## config.mk

```make
export PLATFORM = sky130hd
export DESIGN_NAME = rtc_core_flat
export DESIGN_NICKNAME = d
export VERILOG_FILES = /design/src/rtl/rtc_if.sv /design/src/rtl/rtc_core.sv /design/src/flat_wrapper.sv
export SDC_FILE = /design/constraint.sdc
export NUM_CORES = 1
export LEC_CHECK = 0
export ABC_AREA = 1
export BUFFER_PORTS_ARGS = -buffer_cell sky130_fd_sc_hd__buf_2
export CAP_MARGIN = 20
export CORE_MARGIN = 2
export CORE_UTILIZATION = 50
export DETAILED_ROUTE_END_ITERATION = 8
export PLACE_DENSITY_LB_ADDON = 0.25
export SYNTH_ARGS = -nofsm -noshare
export SYNTH_HDL_FRONTEND = slang
export SYNTH_SLANG_ARGS = --single-unit
```

## constraint.sdc

```tcl
create_clock -name clk -period 3 [get_ports clk]
set_input_delay 0.45 -clock clk [delete_from_list [all_inputs] [get_ports clk]]
set_output_delay 0.45 -clock clk [all_outputs]
set_load 0.03 [all_outputs]
```

## src/rtl/rtc_if.sv

```systemverilog
// Button/mode inputs and time/display outputs of the timekeeper, bundled as one port.
// The master side drives modes and button pulses; the slave side is rtc_core.
interface rtc_if;
  logic       set_mod;
  logic       alarm_mod;
  logic       alarm_en;
  logic       left;
  logic       right;
  logic       up;
  logic       down;
  logic [5:0] hours;
  logic [5:0] minutes;
  logic [5:0] seconds;
  logic [5:0] disp_hours;
  logic [5:0] disp_minutes;
  logic [5:0] disp_seconds;
  logic       pm;
  logic [1:0] pos;
  logic       sec_tick;
  logic       ring;

  modport master (
    output set_mod, alarm_mod, alarm_en, left, right, up, down,
    input  hours, minutes, seconds, disp_hours, disp_minutes, disp_seconds,
    input  pm, pos, sec_tick, ring
  );

  modport slave (
    input  set_mod, alarm_mod, alarm_en, left, right, up, down,
    output hours, minutes, seconds, disp_hours, disp_minutes, disp_seconds,
    output pm, pos, sec_tick, ring
  );
endinterface

```

## src/rtl/rtc_core.sv

```systemverilog
// Single-clock timekeeper: clock-enable prescaler, hh:mm:ss counter, hh:mm alarm
// with timed ring-out, shared field cursor for time-set / alarm-set, 12/24 h display.
//
// state   | meaning
// RS_IDLE | alarm silent, waiting for the tick that lands on alarm hh:mm:00
// RS_RING | alarm sounding; ring counter runs down once per second
module rtc_core #(
  parameter int CLK_HZ    = 100000000,
  parameter bit MODE_12H  = 1'b0,
  parameter int RING_SECS = 60
) (
  input logic  clk,
  input logic  reset,
  rtc_if.slave bus
);
  localparam int            PW        = $clog2(CLK_HZ);
  localparam logic [PW-1:0] PCNT_LAST = PW'(CLK_HZ - 1);
  localparam logic [7:0]    RING_LOAD = 8'(RING_SECS);

  typedef enum logic {RS_IDLE, RS_RING} ring_state_e;

  function automatic logic [5:0] field_step(input logic [5:0] v, input logic [5:0] top,
                                            input logic inc, input logic dec);
    if (inc)      return (v >= top) ? 6'd0 : v + 6'd1;
    else if (dec) return (v == 6'd0) ? top : v - 6'd1;
    else          return v;
  endfunction

  logic [PW-1:0] pcnt_q, pcnt_d;
  logic [5:0]    hh_q, hh_d, mm_q, mm_d, ss_q, ss_d;
  logic [5:0]    ah_q, ah_d, am_q, am_d;
  logic [1:0]    pos_q, pos_d;
  logic [7:0]    rcnt_q, rcnt_d;
  ring_state_e   st_q, st_d;

  logic          is_set, is_alarm, tick, any_btn, btn_live;
  logic          inc_en, dec_en, mv_r, mv_l, trig;
  logic [5:0]    src_h, disp_h;
  logic          pm_d;

  // While ringing, every button pulse is spent on silencing the alarm.
  assign is_set   = bus.set_mod;
  assign is_alarm = !bus.set_mod && bus.alarm_mod;
  assign tick     = !is_set && (pcnt_q == PCNT_LAST);
  assign any_btn  = bus.left | bus.right | bus.up | bus.down;
  assign btn_live = any_btn && (st_q == RS_IDLE);
  assign inc_en   = btn_live && bus.up && !bus.down;
  assign dec_en   = btn_live && bus.down && !bus.up;
  assign mv_r     = btn_live && bus.right && !bus.left;
  assign mv_l     = btn_live && bus.left && !bus.right;

  // Prescaler, running time with carries, and field edits of time or alarm.
  always_comb begin
    pcnt_d = pcnt_q;
    hh_d   = hh_q;
    mm_d   = mm_q;
    ss_d   = ss_q;
    ah_d   = ah_q;
    am_d   = am_q;
    if (is_set || tick) pcnt_d = '0;
    else                pcnt_d = pcnt_q + 1'b1;
    if (tick) begin
      ss_d = field_step(ss_q, 6'd59, 1'b1, 1'b0);
      if (ss_q == 6'd59) begin
        mm_d = field_step(mm_q, 6'd59, 1'b1, 1'b0);
        if (mm_q == 6'd59) hh_d = field_step(hh_q, 6'd23, 1'b1, 1'b0);
      end
    end
    if (is_set) begin
      case (pos_q)
        2'd0:    hh_d = field_step(hh_q, 6'd23, inc_en, dec_en);
        2'd1:    mm_d = field_step(mm_q, 6'd59, inc_en, dec_en);
        default: ss_d = field_step(ss_q, 6'd59, inc_en, dec_en);
      endcase
    end else if (is_alarm) begin
      if (pos_q == 2'd0)      ah_d = field_step(ah_q, 6'd23, inc_en, dec_en);
      else if (pos_q == 2'd1) am_d = field_step(am_q, 6'd59, inc_en, dec_en);
    end
  end

  // Cursor: three fields in time-set, two in alarm-set (seconds slot snaps to hours).
  always_comb begin
    pos_d = pos_q;
    if (is_set) begin
      if (mv_r)      pos_d = (pos_q >= 2'd2) ? 2'd0 : pos_q + 2'd1;
      else if (mv_l) pos_d = (pos_q == 2'd0) ? 2'd2 : pos_q - 2'd1;
    end else if (is_alarm) begin
      if (pos_q >= 2'd2)     pos_d = 2'd0;
      else if (mv_r || mv_l) pos_d = {1'b0, ~pos_q[0]};
    end
  end

  // Ring FSM: start on the matching tick, stop on timeout, button, disarm or time-set.
  always_comb begin
    st_d   = st_q;
    rcnt_d = rcnt_q;
    trig   = tick && bus.alarm_en && (ss_q == 6'd59) && (mm_d == am_q) && (hh_d == ah_q);
    case (st_q)
      RS_IDLE: begin
        if (trig) begin
          st_d   = RS_RING;
          rcnt_d = RING_LOAD;
        end
      end
      RS_RING: begin
        if (is_set || !bus.alarm_en || any_btn) begin
          st_d   = RS_IDLE;
          rcnt_d = '0;
        end else if (tick) begin
          rcnt_d = rcnt_q - 8'd1;
          if (rcnt_q <= 8'd1) st_d = RS_IDLE;
        end
      end
      default: st_d = RS_IDLE;
    endcase
  end

  // Display hour source and optional 12 h conversion.
  always_comb begin
    src_h  = is_alarm ? ah_q : hh_q;
    disp_h = src_h;
    pm_d   = 1'b0;
    if (MODE_12H) begin
      if (src_h == 6'd0) begin
        disp_h = 6'd12;
      end else if (src_h > 6'd12) begin
        disp_h = src_h - 6'd12;
        pm_d   = 1'b1;
      end else if (src_h == 6'd12) begin
        pm_d   = 1'b1;
      end
    end
  end

  // State registers with synchronous reset.
  always_ff @(posedge clk) begin
    if (reset) begin
      pcnt_q <= '0;
      hh_q   <= '0;
      mm_q   <= '0;
      ss_q   <= '0;
      ah_q   <= '0;
      am_q   <= '0;
      pos_q  <= '0;
      rcnt_q <= '0;
      st_q   <= RS_IDLE;
    end else begin
      pcnt_q <= pcnt_d;
      hh_q   <= hh_d;
      mm_q   <= mm_d;
      ss_q   <= ss_d;
      ah_q   <= ah_d;
      am_q   <= am_d;
      pos_q  <= pos_d;
      rcnt_q <= rcnt_d;
      st_q   <= st_d;
    end
  end

  assign bus.hours        = hh_q;
  assign bus.minutes      = mm_q;
  assign bus.seconds      = ss_q;
  assign bus.disp_hours   = disp_h;
  assign bus.disp_minutes = is_alarm ? am_q : mm_q;
  assign bus.disp_seconds = is_alarm ? 6'd0 : ss_q;
  assign bus.pm           = pm_d;
  assign bus.pos          = pos_q;
  assign bus.sec_tick     = tick;
  assign bus.ring         = (st_q == RS_RING);
endmodule

```

## src/flat_wrapper.sv

```systemverilog
// flat-port wrapper written by rule: the top's interface ports become plain ports
module rtc_core_flat 
#(
  parameter int CLK_HZ    = 100000000,
  parameter bit MODE_12H  = 1'b0,
  parameter int RING_SECS = 60
)
  (clk, reset, bus_set_mod, bus_alarm_mod, bus_alarm_en, bus_left, bus_right, bus_up, bus_down, bus_hours, bus_minutes, bus_seconds, bus_disp_hours, bus_disp_minutes, bus_disp_seconds, bus_pm, bus_pos, bus_sec_tick, bus_ring);
  rtc_if bus_i ();
  input logic clk;
  input logic reset;
  input wire logic [$bits(bus_i.set_mod)-1:0] bus_set_mod;
  input wire logic [$bits(bus_i.alarm_mod)-1:0] bus_alarm_mod;
  input wire logic [$bits(bus_i.alarm_en)-1:0] bus_alarm_en;
  input wire logic [$bits(bus_i.left)-1:0] bus_left;
  input wire logic [$bits(bus_i.right)-1:0] bus_right;
  input wire logic [$bits(bus_i.up)-1:0] bus_up;
  input wire logic [$bits(bus_i.down)-1:0] bus_down;
  output wire logic [$bits(bus_i.hours)-1:0] bus_hours;
  output wire logic [$bits(bus_i.minutes)-1:0] bus_minutes;
  output wire logic [$bits(bus_i.seconds)-1:0] bus_seconds;
  output wire logic [$bits(bus_i.disp_hours)-1:0] bus_disp_hours;
  output wire logic [$bits(bus_i.disp_minutes)-1:0] bus_disp_minutes;
  output wire logic [$bits(bus_i.disp_seconds)-1:0] bus_disp_seconds;
  output wire logic [$bits(bus_i.pm)-1:0] bus_pm;
  output wire logic [$bits(bus_i.pos)-1:0] bus_pos;
  output wire logic [$bits(bus_i.sec_tick)-1:0] bus_sec_tick;
  output wire logic [$bits(bus_i.ring)-1:0] bus_ring;
  assign bus_i.set_mod = bus_set_mod;
  assign bus_i.alarm_mod = bus_alarm_mod;
  assign bus_i.alarm_en = bus_alarm_en;
  assign bus_i.left = bus_left;
  assign bus_i.right = bus_right;
  assign bus_i.up = bus_up;
  assign bus_i.down = bus_down;
  assign bus_hours = bus_i.hours;
  assign bus_minutes = bus_i.minutes;
  assign bus_seconds = bus_i.seconds;
  assign bus_disp_hours = bus_i.disp_hours;
  assign bus_disp_minutes = bus_i.disp_minutes;
  assign bus_disp_seconds = bus_i.disp_seconds;
  assign bus_pm = bus_i.pm;
  assign bus_pos = bus_i.pos;
  assign bus_sec_tick = bus_i.sec_tick;
  assign bus_ring = bus_i.ring;
  rtc_core #(.CLK_HZ(CLK_HZ), .MODE_12H(MODE_12H), .RING_SECS(RING_SECS)) u_core (.clk(clk), .reset(reset), .bus(bus_i));
endmodule
```

Word level (Yosys, flattened, before mapping)
Cells that the tools add are included.
W data, S select, Z words.
Storage, ports and cells
  bits in registers: 68
  bits in latches: 0
  RAM bits: 0
  memory bits (read-only): 0
  word-level logic and storage cells: 139
  memories: 0
Operators by class
  add/subtract/negate cells: 14
  $mul: 0
  div/mod/pow operators: 0
  order comparisons: 7
  eq/ne operators: 10
  shift-type cells: 0
  mux-type cells: 52
  bitwise logic cells: 7
  reductions and logical operators: 40
Operators with widths (count)
  $mux W6: 35
  $add A6 B1 Y6 const B: 5
  $logic_not A6 Y1: 5
  $sub A6 B1 Y6 const B: 5
  $add A27 B1 Y27 const B: 1
  $eq A27 B27 Y1 const B: 1
  $mux W8: 3
  $ge A6 B6 Y1 const B: 3
  $mux W2: 8
  $pmux W8 S2: 1
  $logic_and A1 B1 Y1: 15
  $eq A6 B6 Y1: 2
  $eq A6 B6 Y1 const B: 2
  $ge A6 B5 Y1 const B: 2
  $le A8 B1 Y1 const B: 1
  $sub A8 B1 Y8 const B: 1
  $logic_not A1 Y1: 6
  $reduce_and A5 Y1: 1
  $logic_or A1 B1 Y1: 4
  $mux W1: 4
  $ne A4 B2 Y1 const B: 1
  $not A1 Y1: 4
  $reduce_and A4 Y1: 1
  $reduce_bool A2 Y1: 2
  14 further kinds: 17

Depth between registers and ports, before layout
  word-level depth: 15
  depth in mapped cells: 21
  depth with buffers taken out: 20

Least setup slack after synthesis
OpenSTA, ideal clock, no wires.
  path kind: register -> register
  from: reg u_core.hh_q[0], in the netlist u_core.bus.hours[0]
  to: reg u_core.rcnt_q[3]
  data arrival time: 2.262 ns
  data required time: 2.885 ns
  setup slack: 0.623 ns
  stages on the path, launching flop included: 20
  period minus slack after synthesis: 2.377 ns
  cells stage by stage: dfxtp_1 -> inv_1 -> ha_1 -> nand2_1 -> nor3_1 -> nand2_1 -> nand2_1 -> inv_1 -> nand2_1 -> o21ai_1 -> nand2_1 -> nand2_1 -> nand2_1 -> nor2_1 -> nand2_1 -> nor2_1 -> nand2_2 -> buf_6 -> a21oi_1 -> nor2_1
Between the ends
  cells in the longest elaborated chain, start to end: 11
  elaborated cells on any way between the ends: 17
Ends and longest elaborated chain
  from (decl): RTL line rtc_core.sv:30  | logic [5:0] hh_q, hh_d, mm_q, mm_d, ss_q, ss_d;
  from (signal assigned): RTL line rtc_core.sv:149  | hh_q <= hh_d;
  $add A6 B1 Y6 / $ge A6 B5 Y1 (equally long branches): RTL line rtc_core.sv:24  | if (inc) return (v >= top) ? 6'd0 : v + 6'd1;
  $mux W6: RTL line rtc_core.sv:24
  $mux W6: RTL line rtc_core.sv:66  | if (mm_q == 6'd59) hh_d = field_step(hh_q, 6'd23, 1'b1, 1'b0);
  $mux W6: RTL line rtc_core.sv:64  | if (ss_q == 6'd59) begin
  $mux W6: RTL line rtc_core.sv:62  | if (tick) begin
  $mux W6: RTL line rtc_core.sv:70  | case (pos_q)
  $mux W6 (*): RTL line rtc_core.sv:69  | if (is_set) begin
  $eq A6 B6 Y1 (*): RTL line rtc_core.sv:97  | trig = tick && bus.alarm_en && (ss_q == 6'd59) && (mm_d == am_q) && (hh_d == ah_q);
  $logic_and A1 B1 Y1 (*): RTL line rtc_core.sv:97
  $ne A2 B1 Y1 (no line) (*)
  $reduce_and A2 Y1 (no line) (*)
  to (signal assigned): RTL line rtc_core.sv:155  | rcnt_q <= rcnt_d;
  to (decl): RTL line rtc_core.sv:33  | logic [7:0] rcnt_q, rcnt_d;
Mark *: on every way between the ends. The rest lies on a longest branch, timed or not.
A chain may end at the register's enable or synchronous reset.

Worst setup path after layout
  from: reg u_core.pcnt_q[0]
  to: reg u_core.rcnt_q[5]
Between the ends
  cells in the longest elaborated chain, start to end: 10
  elaborated cells on any way between the ends: 17
Ends and longest elaborated chain
  from (decl): RTL line rtc_core.sv:29  | logic [PW-1:0] pcnt_q, pcnt_d;
  from (signal assigned): RTL line rtc_core.sv:148  | pcnt_q <= pcnt_d;
  $eq A27 B27 Y1 (*): RTL line rtc_core.sv:44  | assign tick = !is_set && (pcnt_q == PCNT_LAST);
  $logic_and A1 B1 Y1 (*): RTL line rtc_core.sv:44
  $mux W6: RTL line rtc_core.sv:62
  $mux W6: RTL line rtc_core.sv:70
  $mux W6: RTL line rtc_core.sv:69
  $eq A6 B6 Y1: RTL line rtc_core.sv:97
  $logic_and A1 B1 Y1 (2 in a row): RTL line rtc_core.sv:97
  $ne A2 B1 Y1 (no line)
  $reduce_and A2 Y1 (no line) (*)
Marked as above.

==> flow_summary_export.csv <==
group,metric,value,unit
run_status,status,"completed",
critical_path,endpoint_kind,"flop",
yosys,synthArstFlopShare,0,%
critical_path,path_cells,"ha_1, nand2_1, nor2_2, nand3_2, nor3_4, nand4_1, nand3_1, nand2_1, nand2_1, nand2_1, nor2_1, nand2_1, nor2_1, nand2_2, a21oi_1, nor2_1",
floorplan,start_util,50.9,%
floorplan,core.rowCount,37,
grt,grt_antenna_before_repair,0,
timing,period_minus_slack,2.69,ns
clock_network,cts_tree,"built",
yosys,syn-num-nets,857,
layout,final.fill_count,1045,
timing,slew_viol_final,0,
yosys,ys_ff_latch,68,
routing,postRouteAntennaNets,0,
critical_path,reg2reg_depth,16,
critical_path,r2r_start,"u_core.pcnt_q[0]",
critical_path,path_buf_inv,0,
clock_network,path_clk_slew,0.09,ns
run,max_cap_viol_count,0,
clock_network,postCtsSetupBuffers,0,
layout,final_common_cell,"nand2_1",
pwr,cellPowerDensity,425,nW/um2
floorplan,die_h,106,um
timing,worst_slew_pin_slew,0.623,ns
routing,vias_per_cell,5.68,
critical_path,path_common_cell,"nand2_1",
min_path,hold_start,"u_core.pcnt_q[0]",
layout,n_antenna_cell,0,
yosys,synth_edf_count,0,
grt,overflow,0,
yosys,ys_seq_area_share,26.1,%
layout,area_delta_synth_final,11.6,%
floorplan,core-area,10200,um2
grt,grt_first_pass_wirelength,24.5,mm
critical_path,r2r_slack,0.31,ns
timing,rsz0062_at_grt,"no",
timing,relSlewSlack,58.4,%
critical_path,slowest_delay,0.40,ns
routing,routed_wl,14.6,mm
clock_network,clkLatencyLatePin,0.36,ns
placed_design,gp_congestion,0.953,
layout,drive_gt1_share,13.2,%
layout,final_util,56.9,%
timing,setup_viol,0,
routing,dr.first_iter.drc_count,445,
yosys,syn_avg_cell_area,6.33,um2
clock_network,cts_hold_buf,0,
critical_path,crit_required,3.25,ns
pwr,leakage,2.68,nW
critical_path,timing.rr.end,"u_core.rcnt_q[5]",
timing,hold_viol,0,
placed_design,hpwl,10.8,mm
grt,gr-usage-all-layers,26.4,%
critical_path,timing_worst_setup_path_type,"flop to flop",
timing,fin_worst_skew,0.0113,ns
clock_network,cts-buffers-inserted,9,
yosys,synth_largest_area_cell,"dfxtp_1",
yosys,yosysTopAreaCellShare,26.1,%
layout,nets,903,
clock_network,clkSinkCount,68,
critical_path,worst-path-max-fanout,16,
timing,timing.fmax,0.372,GHz
critical_path,slowest_stage,"nor3_4",
grt,grt_max_degree,30,
floorplan,die_area,11300,um2
floorplan,die_w,106,um
clock_network,cts_max_level,3,
yosys,synthTopCellsByArea,"dfxtp_1 26%, nand2_1 13%, nor2_1 8.2%, nand3_1 7.3%, inv_1 6.3%",
min_path,hold_end,"u_core.pcnt_q[0]",
min_path,hp-class,"flop to flop",
yosys,syn_area,5210,um2
clock_network,cts_buffer_depth,2,
pwr,ir_drop,0.277,mV
yosys,synthCells,823,
routing,vias,5737,
timing,period_share,89.6,%
critical_path,start_kind,"flop",
placed_design,numPortBuffers,48,
min_path,hold_path_depth,1,
yosys,synth_cell_types,48,
layout,most-common-layout-cells,"181 x nand2_1, 113 x nor2_1, 88 x inv_1, 76 x nand3_1, 68 x dfxtp_1",
grt,grt_pass1_vias,5399,
timing,setup_tns,0,ns
yosys,synth_ff_type,"dfxtp_1",
routing,wl_per_cell,14.4,um
critical_path,critPathTopFamily,"simple AND/OR/NAND/NOR gates",
routing,dr.pass1.iters,6,
critical_path,cp.arrival,2.94,ns
clock_network,cts-root-buf,"clkbuf_8",
yosys,yosys_warnings,0,
routing,drc,0,
floorplan,io_pins,50,
per-stage QoR:
step / total power, mW / instances / hold WS [ns] / area [um2] / worst slack (ns)
floorplan: 1.49 / 823 / 0.418 / 5210 / 0.623
global placement: 1.66 / 994 / 0.430 / 5600 / 0.303
detailed placement: 1.67 / 994 / 0.438 / 5600 / 0.160
CTS: 2.49 / 1010 / 0.458 / 5810 / 0.257
global route: 2.60 / 1010 / 0.474 / 5820 / 0.00948
finish: 2.47 / 1010 / 0.449 / 5820 / 0.311
cell type report:
class / count / area [um2] / share of cell area [%]
Clock buffer: 9 / 124 / 2.13
Clock inverter: 7 / 82.6 / 1.42
Multi-Input combinational cell: 633 / 3380 / 58.2
Inverter: 97 / 364 / 6.26
Sequential cell: 68 / 1360 / 23.4
Tap cell: 136 / 170 / 2.93
Timing Repair Buffer: 60 / 330 / 5.68
cells by family after synthesis:
group,synth area share [%]
simple gates,39.1
other cells,0.0719
buf+inv,9.22
xor+xnor,3.36
fa+ha+maj,6.00
compound gates,16.2
flops,26.1
where the power goes:
part	leakage, nW	switching (mW)	internal (mW)	total, mW
Clock	0.0988	0.415	0.398	0.813
Sequential	0.551	0.0565	0.934	0.991
Combinational	2.03	0.455	0.214	0.669
Total	2.68	0.927	1.55	2.47
Yosys cell counts, types with 5 or more instances:
library cell    n
a211oi_1        5
nand3_1        76
inv_1          88
nand3_2         6
a221oi_1        8
buf_2           6
ha_1           25
o211ai_1        7
clkbuf_1       15
xor2_1         17
a31oi_1        10
o21ai_0        43
dfxtp_1        68
inv_2           8
nor2_1        114
nand2_1       182
a21oi_1        45
nor3b_1         7
nand4_1        20
or2_2           6
nor3_1         14
worst max path at each step:
stage	from	end	slack, ns	cells after the start
2_1_floorplan	u_core.bus.hours[0]	u_core.rcnt_q[3]	0.62	19
3_3_place_gp	bus_down	u_core.rcnt_q[2]	0.30	19
3_5_place_dp	bus_down	u_core.rcnt_q[6]	0.16	19
4_1_cts	u_core.bus.ring	u_core.rcnt_q[5]	0.26	17
5_1_grt	u_core.pcnt_q[0]	u_core.rcnt_q[3]	0.009	16
6_report	u_core.pcnt_q[0]	u_core.rcnt_q[5]	0.31	16
metal layers:
metal	up-vias	global-route usage, %	wire (um)
met1	2595	33.3	6250
met5	-	0	0
met4	0	11.5	473
met2	260	44.7	6870
li1	2834	-	-
met3	48	3.92	964
flip-flops by register name (all words and copies together) (netlist names):
| register | flops |
|---|---|
| u_core.bus.hours | 6 |
| u_core.ah_q | 6 |
| u_core.rcnt_q | 8 |
| u_core.bus.minutes | 6 |
| u_core.bus.ring | 1 |
| u_core.bus.pos | 2 |
| u_core.pcnt_q | 27 |
| u_core.bus.seconds | 6 |
| u_core.am_q | 6 |
repair_timing:
item,4_1_cts,5_1_grt
endpoints found under the hold margin,0,0
setup endpoints to repair,0,7
resized for setup,0,2
(Power assumes the default switching activity.)
